File: src/rtl/md5_brute_pkg.sv
// Shared definitions for the MD5 brute-force datapath: default widths/depth
// and the candidate source state encoding.
package md5_brute_pkg;

  localparam int unsigned DEFAULT_WIDTH      = 32;
  localparam int unsigned DEFAULT_PIPE_DEPTH = 64;
  localparam int unsigned DEFAULT_DRAIN_W    = 7;

  typedef enum logic [1:0] {
    ST_IDLE  = 2'd0,
    ST_RUN   = 2'd1,
    ST_DRAIN = 2'd2,
    ST_DONE  = 2'd3
  } cand_state_t;

endpackage

File: src/rtl/md5_drain_timer.sv
// Loadable down-counter with a zero flag; saturates at zero.
module md5_drain_timer #(
  parameter int unsigned W = 7
) (
  input  logic         clk,
  input  logic         rst,
  input  logic         load,
  input  logic [W-1:0] load_value,
  output logic         zero_c
);

  logic [W-1:0] count;

  // Load has priority; otherwise count down until zero.
  always_ff @(posedge clk or posedge rst) begin
    if (rst) begin
      count <= '0;
    end else if (load) begin
      count <= load_value;
    end else if (count != '0) begin
      count <= count - W'(1);
    end
  end

  assign zero_c = (count == '0);

endmodule

File: src/rtl/md5_candidate_source.sv
// Sequential candidate generator for the MD5 brute-force pipeline.
// Issues base..limit (inclusive) one per cycle, honours pause/abort, then
// waits PIPE_DEPTH cycles for the hash pipeline to drain before raising done.
// Optional macro MD5_CANDSRC_WRAP_EN: allows limit<base (run wraps through 0).
module md5_candidate_source
  import md5_brute_pkg::*;
#(
  parameter int unsigned WIDTH      = DEFAULT_WIDTH,
  parameter int unsigned PIPE_DEPTH = DEFAULT_PIPE_DEPTH,
  parameter int unsigned DRAIN_W    = DEFAULT_DRAIN_W
) (
  input  logic             CLK,
  input  logic             RST,
  input  logic             start,
  input  logic [WIDTH-1:0] base,
  input  logic [WIDTH-1:0] limit,
  input  logic             pause,
  input  logic             abort,
  output logic [WIDTH-1:0] counter_out,
  output logic             counter_valid,
  output logic             busy,
  output logic             done,
  output logic             range_err,
  output logic [WIDTH:0]   issued_count
);

  // Loaded on the last issue so done lands PIPE_DEPTH cycles after it.
  localparam logic [DRAIN_W-1:0] DRAIN_LOAD = DRAIN_W'(PIPE_DEPTH - 1);

  cand_state_t      state;
  logic [WIDTH-1:0] cur;
  logic [WIDTH-1:0] lim;
  logic             range_bad_c;
  logic             last_c;
  logic             drain_load_c;
  logic             drain_zero_c;

  // Reversed ranges are only legal when wrapping through zero is enabled.
`ifdef MD5_CANDSRC_WRAP_EN
  assign range_bad_c = 1'b0;
`else
  assign range_bad_c = (limit < base);
`endif

  assign last_c       = (cur == lim);
  assign drain_load_c = (state == ST_RUN) && !abort && !pause && last_c;

  md5_drain_timer #(
    .W (DRAIN_W)
  ) u_drain_timer (
    .clk        (CLK),
    .rst        (RST),
    .load       (drain_load_c),
    .load_value (DRAIN_LOAD),
    .zero_c     (drain_zero_c)
  );

  // Run control FSM with registered outputs; abort overrides everything but reset.
  always_ff @(posedge CLK or posedge RST) begin
    if (RST) begin
      state         <= ST_IDLE;
      cur           <= '0;
      lim           <= '0;
      counter_out   <= '0;
      counter_valid <= 1'b0;
      busy          <= 1'b0;
      done          <= 1'b0;
      range_err     <= 1'b0;
      issued_count  <= '0;
    end else if (abort) begin
      state         <= ST_IDLE;
      counter_valid <= 1'b0;
      busy          <= 1'b0;
      done          <= 1'b0;
    end else begin
      case (state)
        ST_IDLE, ST_DONE: begin
          if (start) begin
            if (range_bad_c) begin
              range_err <= 1'b1;
            end else begin
              cur          <= base;
              lim          <= limit;
              issued_count <= '0;
              done         <= 1'b0;
              range_err    <= 1'b0;
              busy         <= 1'b1;
              state        <= ST_RUN;
            end
          end
        end
        ST_RUN: begin
          if (pause) begin
            counter_valid <= 1'b0;
          end else begin
            counter_out   <= cur;
            counter_valid <= 1'b1;
            issued_count  <= issued_count + (WIDTH + 1)'(1);
            if (last_c) begin
              state <= ST_DRAIN;
            end else begin
              cur <= cur + WIDTH'(1);
            end
          end
        end
        ST_DRAIN: begin
          counter_valid <= 1'b0;
          if (drain_zero_c) begin
            busy  <= 1'b0;
            done  <= 1'b1;
            state <= ST_DONE;
          end
        end
        default: state <= ST_IDLE;
      endcase
    end
  end

endmodule

File: config.mk
export PLATFORM = sky130hd
export DESIGN_NAME = md5_candidate_source
export DESIGN_NICKNAME = d
export VERILOG_FILES = /design/src/rtl/md5_brute_pkg.sv /design/src/rtl/md5_drain_timer.sv /design/src/rtl/md5_candidate_source.sv
export SDC_FILE = /design/constraint.sdc
export NUM_CORES = 1
export LEC_CHECK = 0
export CAP_MARGIN = 20
export CORE_MARGIN = 2
export CORE_UTILIZATION = 49
export CTS_CLUSTER_DIAMETER = 100
export DETAILED_ROUTE_END_ITERATION = 16
export PLACE_DENSITY = 0.74
export SETUP_SLACK_MARGIN = 0.4
export SLEW_MARGIN = 20
export SYNTH_ARGS = -nofsm -noshare
export SYNTH_HDL_FRONTEND = slang
export SYNTH_SLANG_ARGS = --single-unit
File: constraint.sdc
create_clock -name CLK -period 4.3 [get_ports CLK]
set_input_delay 0.43 -clock CLK [delete_from_list [all_inputs] [get_ports CLK]]
set_output_delay 0.43 -clock CLK [all_outputs]
set_load 0.005 [all_outputs]
Word-level counts from Yosys, hierarchy flattened
Cells that the tools add are included.
Storage, ports and cells
  latch bits: 0
  ROM bits: 0
  logic and storage cells: 82
  input port bits: 69
  output and inout port bits: 69
  memory bits (writable): 0
  memories kept: 0
  bits in registers: 142
Operators by class
  divide/modulo/power cells: 0
  bitwise logic cells: 3
  eq/ne operators: 13
  muxes and demuxes: 32
  shift-type cells: 0
  order comparisons: 1
  reductions and logical operators: 20
  $mul: 0
  add/sub/neg operators: 3
Operators by type and width (number)
  $mux 32: 4
  $mux 33: 3
  $pmux 33 s2: 1
  $pmux 32 s2: 1
  $add 33x1->33 const B: 1
  $add 32x1->32 const B: 1
  $eq 32x32->1: 1
  $lt 32x32->1: 1
  $ne 3x3->1 const B: 5
  $mux 7: 2
  $mux 2: 6
  $mux 1: 11
  $reduce_and 5->1: 2
  $ne 2x2->1 const B: 4
  $reduce_and 4->1: 2
  $logic_not 7->1: 1
  $reduce_bool 7->1: 1
  $sub 7x1->7 const B: 1
  $pmux 1 s2: 3
  $pmux 2 s3: 1
  $reduce_and 3->1: 2
  $reduce_and 6->1: 1
  $reduce_bool 3->1: 2
  $eq 2x2->1 const B: 2
  other kinds (7): 13

Logic depth before layout (Yosys ltp)
  word-level depth: 5
  mapped depth: 11
  mapped depth without buffers: 9

Modules after synthesis
From an unflattened synthesis, not the netlist that was laid out.
Unflattened totals
  cell total of the unflattened synthesis: 842
  area, all modules: 8214.1 sq um
By module, submodules not included
  md5_candidate_source: times used 1, cells each 795, area an instance 7756.2 sq um, sequential area each 3378.2 sq um
  md5_drain_timer: times used 1, cells each 47, area an instance 457.9 sq um, sequential area each 175.2 sq um

Worst setup path after synthesis
No wires, ideal clock.
  kind: input port to flip-flop
  from: input base[14]
  to: register lim[0]
  setup time: 0.125 ns
  slack: 1.599 ns
  data required time: 4.175 ns
  arrival: 2.576 ns
  buffers on the path: 2
  stages: 11
  cell sequence: inv_1 -> ha_1 -> nand4_1 -> nor4_1 -> a32oi_1 -> a31oi_4 -> o21ai_2 -> or3_1 -> buf_6 -> buf_12 -> mux2_4
On the way
  word-level cells in the longest chain between the ends: 3
Ends and longest elaborated chain
  from (decl): RTL line md5_candidate_source.sv:15  | input logic [WIDTH-1:0] base,
  $lt 32x32->1: RTL line md5_candidate_source.sv:42  | assign range_bad_c = (limit < base);
  $not 1->1 (no source line)
  $reduce_and 4->1 (no source line)
  to (signal assigned): RTL line md5_candidate_source.sv:83  | lim <= limit;
  to (decl): RTL line md5_candidate_source.sv:32  | logic [WIDTH-1:0] lim;
No other way between the ends.
A chain may end at the register's enable or synchronous reset.

Final worst setup path
  from: input base[14]
  to: register lim[16]
Same word-level chain as after synthesis.

==> flow_summary.ini <==
[outcome]
status = finished, final reports clean

[die]
start_util_pct = 50.2
ios = 138
core_area_um2 = 16600
die_width_um = 134
rows = 47
die_h_um = 134
design.die.area_um2 = 18100

[drt]
dr.pass1.iters = 5
vias = 7169
drc = 0
routed_wl_um = 22400
drtIter0Drc = 582
post_drt_wl_per_cell_um = 18.8
postRouteAntennaNets = 0
routed_via_density = 6.03

[place]
place_congestion = 0.886
dp.cells = 1157
numPortBuffers = 137
place_hpwl_um = 15800
pre_cts_ws_ns = 0.510

[cells_and_area]
synthToLayoutAreaGrowth_pct = 25.5
layout-drive-gt1-share_pct = 13.5
multi_input_area_um2 = 4370
fin_cells = 1189
n_fill_cell = 1371
utilization_pct = 63.0
regArea_um2 = 3550
final_nets = 1062
antenna_cells = 0

[hold_path]
hold_class = primary input to async pin

[sta]
setup_tns_ns = 0
fin_crit_ns = 3.42
whs_ns = 0.371
rsz0062_at_grt = no
setup_viol = 0
hold_viol_final = 0
final-max-slew-violation-count = 0
relSlewSlack_pct = 51.9
period_share_pct = 79.6
clock_skew_ns = 0.00718
fmax_mhz = 292
worstMarginPinSlew_ns = 0.716
setup_slack_ns = 0.878

[cts]
clock_sinks = 142
htree_levels = 4
cts_tree = done
cts-root-buf = clkbuf_16
clock_latency_ns = 0.42
numCtsBuffers = 17
cts_resized = 0
cts_setup_buffers = 0
path_clk_slew_ns = 0.06
cts_hold_buf = 0
max-clock-path-buffers = 2

[worst_setup_path]
required_ns = 4.60
crit_fanout = 25
cp-start-kind = primary input
path_class = primary input to register
worst_ep_arrival_time_ns = 3.72
endpoint_kind = register

[job]
cap_violations = 0

[synth]
synth_nets = 942
yosysWarnings = 0
synth.avg_cell_area_um2 = 9.96
synthMuxAreaShare_pct = 10.4
yosys.area_share.adder_pct = 5.56
synth_xor_area_share_pct = 3.89
yosysMostFrequentCell = dfrtp_1
ys_top_cells_by_count = 142 x dfrtp_1, 75 x nand2_1, 51 x o21ai_0
ys_seq_area_share_pct = 42.7
yosysTopAreaCellShare_pct = 42.7
ys_async_sr_fraction_pct = 100
synth_edf_count = 0
yosys.area.top_type = dfrtp_1
synthCells = 836
synth_seq_cells = 142
synth.cell_area_um2 = 8330
synth_ff_type = dfrtp_1
netlist-cell-type-count = 67
synth_area_leaders = dfrtp_1 43%, ha_1 5.6%, mux2_4 5.4%, mux2_2 4.7%, xnor2_1 3.9%
synth_compound_area_share_pct = 16.6
synth_top_family_by_area = compound AO/OA/AOI/OAI gates
synth-simple-area-share_pct = 15.7

[global_route]
grt-ovfl-total = 0
use_met2_pct = 40.3
grt_pass1_vias = 6889
grt_use_total_pct = 25.7
top_usage_layer = met2
met3_usage_pct = 5.22
grt_pass1_wl_um = 36400
antenna_found_initial = 0
grt_max_degree = 82
grtUsageMet1_pct = 35.1

[pwr]
p_per_area_nw_per_um2 = 641
ir_drop_uv = 361
power.leakage_nw = 4.35
power breakdown:
group | internal [mW] | switching, mW | total [mW]
clock network | 0.867 | 0.562 | 1.43
registers | 1.89 | 0.585 | 2.48
logic | 1.50 | 1.30 | 2.79
total | 4.26 | 2.44 | 6.70
final cells by class:
type                       instances  share of cell area [%]
timing repair buffer             150                    14.4
clock buffer                      22                    4.73
tap                              220                    2.63
sequential                       142                    34.0
multi-input combinational        600                    41.8
inverter                          45                    1.65
clock inverter                    10                   0.826
layout by cell type (no fill, tap or decap), types with 4 or more instances in the layout:
cell,instances
dfrtp_1,142
clkdlybuf4s50_1,137
nand2_1,75
o21ai_0,51
a21oi_1,47
inv_1,43
nand4_1,39
nand3_1,37
xnor2_1,37
ha_1,36
mux2_2,35
nor2_1,32
mux2_4,30
a2bb2oi_1,22
clkbuf_16,17
and3_1,14
o22ai_1,13
o31ai_1,13
and2_1,12
buf_4,10
a31oi_1,9
nor3_1,7
o22a_1,7
o41ai_1,6
nor4_1,5
or4_1,5
clkinv_2,5
clkbuf_8,5
nor3_2,4
or2_2,4
or3_1,4
o21a_1,4
a41oi_1,4
clkinvlp_4,4
sequential cells by signal (all words and copies together) (netlist names):
signal               count
cur                     32
u_drain_timer.count      7
counter_valid            1
busy                     1
counter_out             32
lim                     32
state                    2
issued_count            33
done                     1
range_err                1
kinds of logic after synthesis:
family                   count (synthesis)
AND/OR/NAND/NOR                        254
AO/OA/AOI/OAI                          205
flip-flops                             142
buffers and inverters                   94
multiplexers                            67
XOR/XNOR                                37
adder cells (fa/ha/maj)                 37
per-layer routing:
layer,share of wire [%],vias up
met1,44,3504
met4,2.5,0
met2,47,306
met3,7.0,38
li1,-,3321
met5,0,-
worst paths after layout:
path / start / end / slack, ns / cells past startpoint
setup reg to reg: cur[3] / cur[31] / 1.29 / 8
max in group asynchronous: RST / u_drain_timer.count[6] / 3.02 / 3
setup / recovery: base[14] / lim[16] / 0.88 / 11
hold / removal: RST / issued_count[3] / 0.37 / 2
hold reg to reg: counter_out[31] / counter_out[31] / 0.50 / 1
min in group CLK: counter_out[31] / counter_out[31] / 0.50 / 1
through the flow:
stage	total power, mW	cell area, um^2
finish	6.70	10500
global route	7.12	10500
CTS	6.72	10500
detailed placement	5.26	9870
global placement	5.20	9870
floorplan	4.20	8330
critical path, stage by stage:
cell and delay [ns]:
clkdlybuf4s50_1 0.51, inv_1 0.06, ha_1 0.29, nand4_1 0.15, nor4_1 0.39, a32oi_1 0.20, a31oi_4 0.30, o21ai_2 0.16
or3_2 0.62, buf_12 0.25, mux2_4 0.32
(Power assumes the default switching activity.)
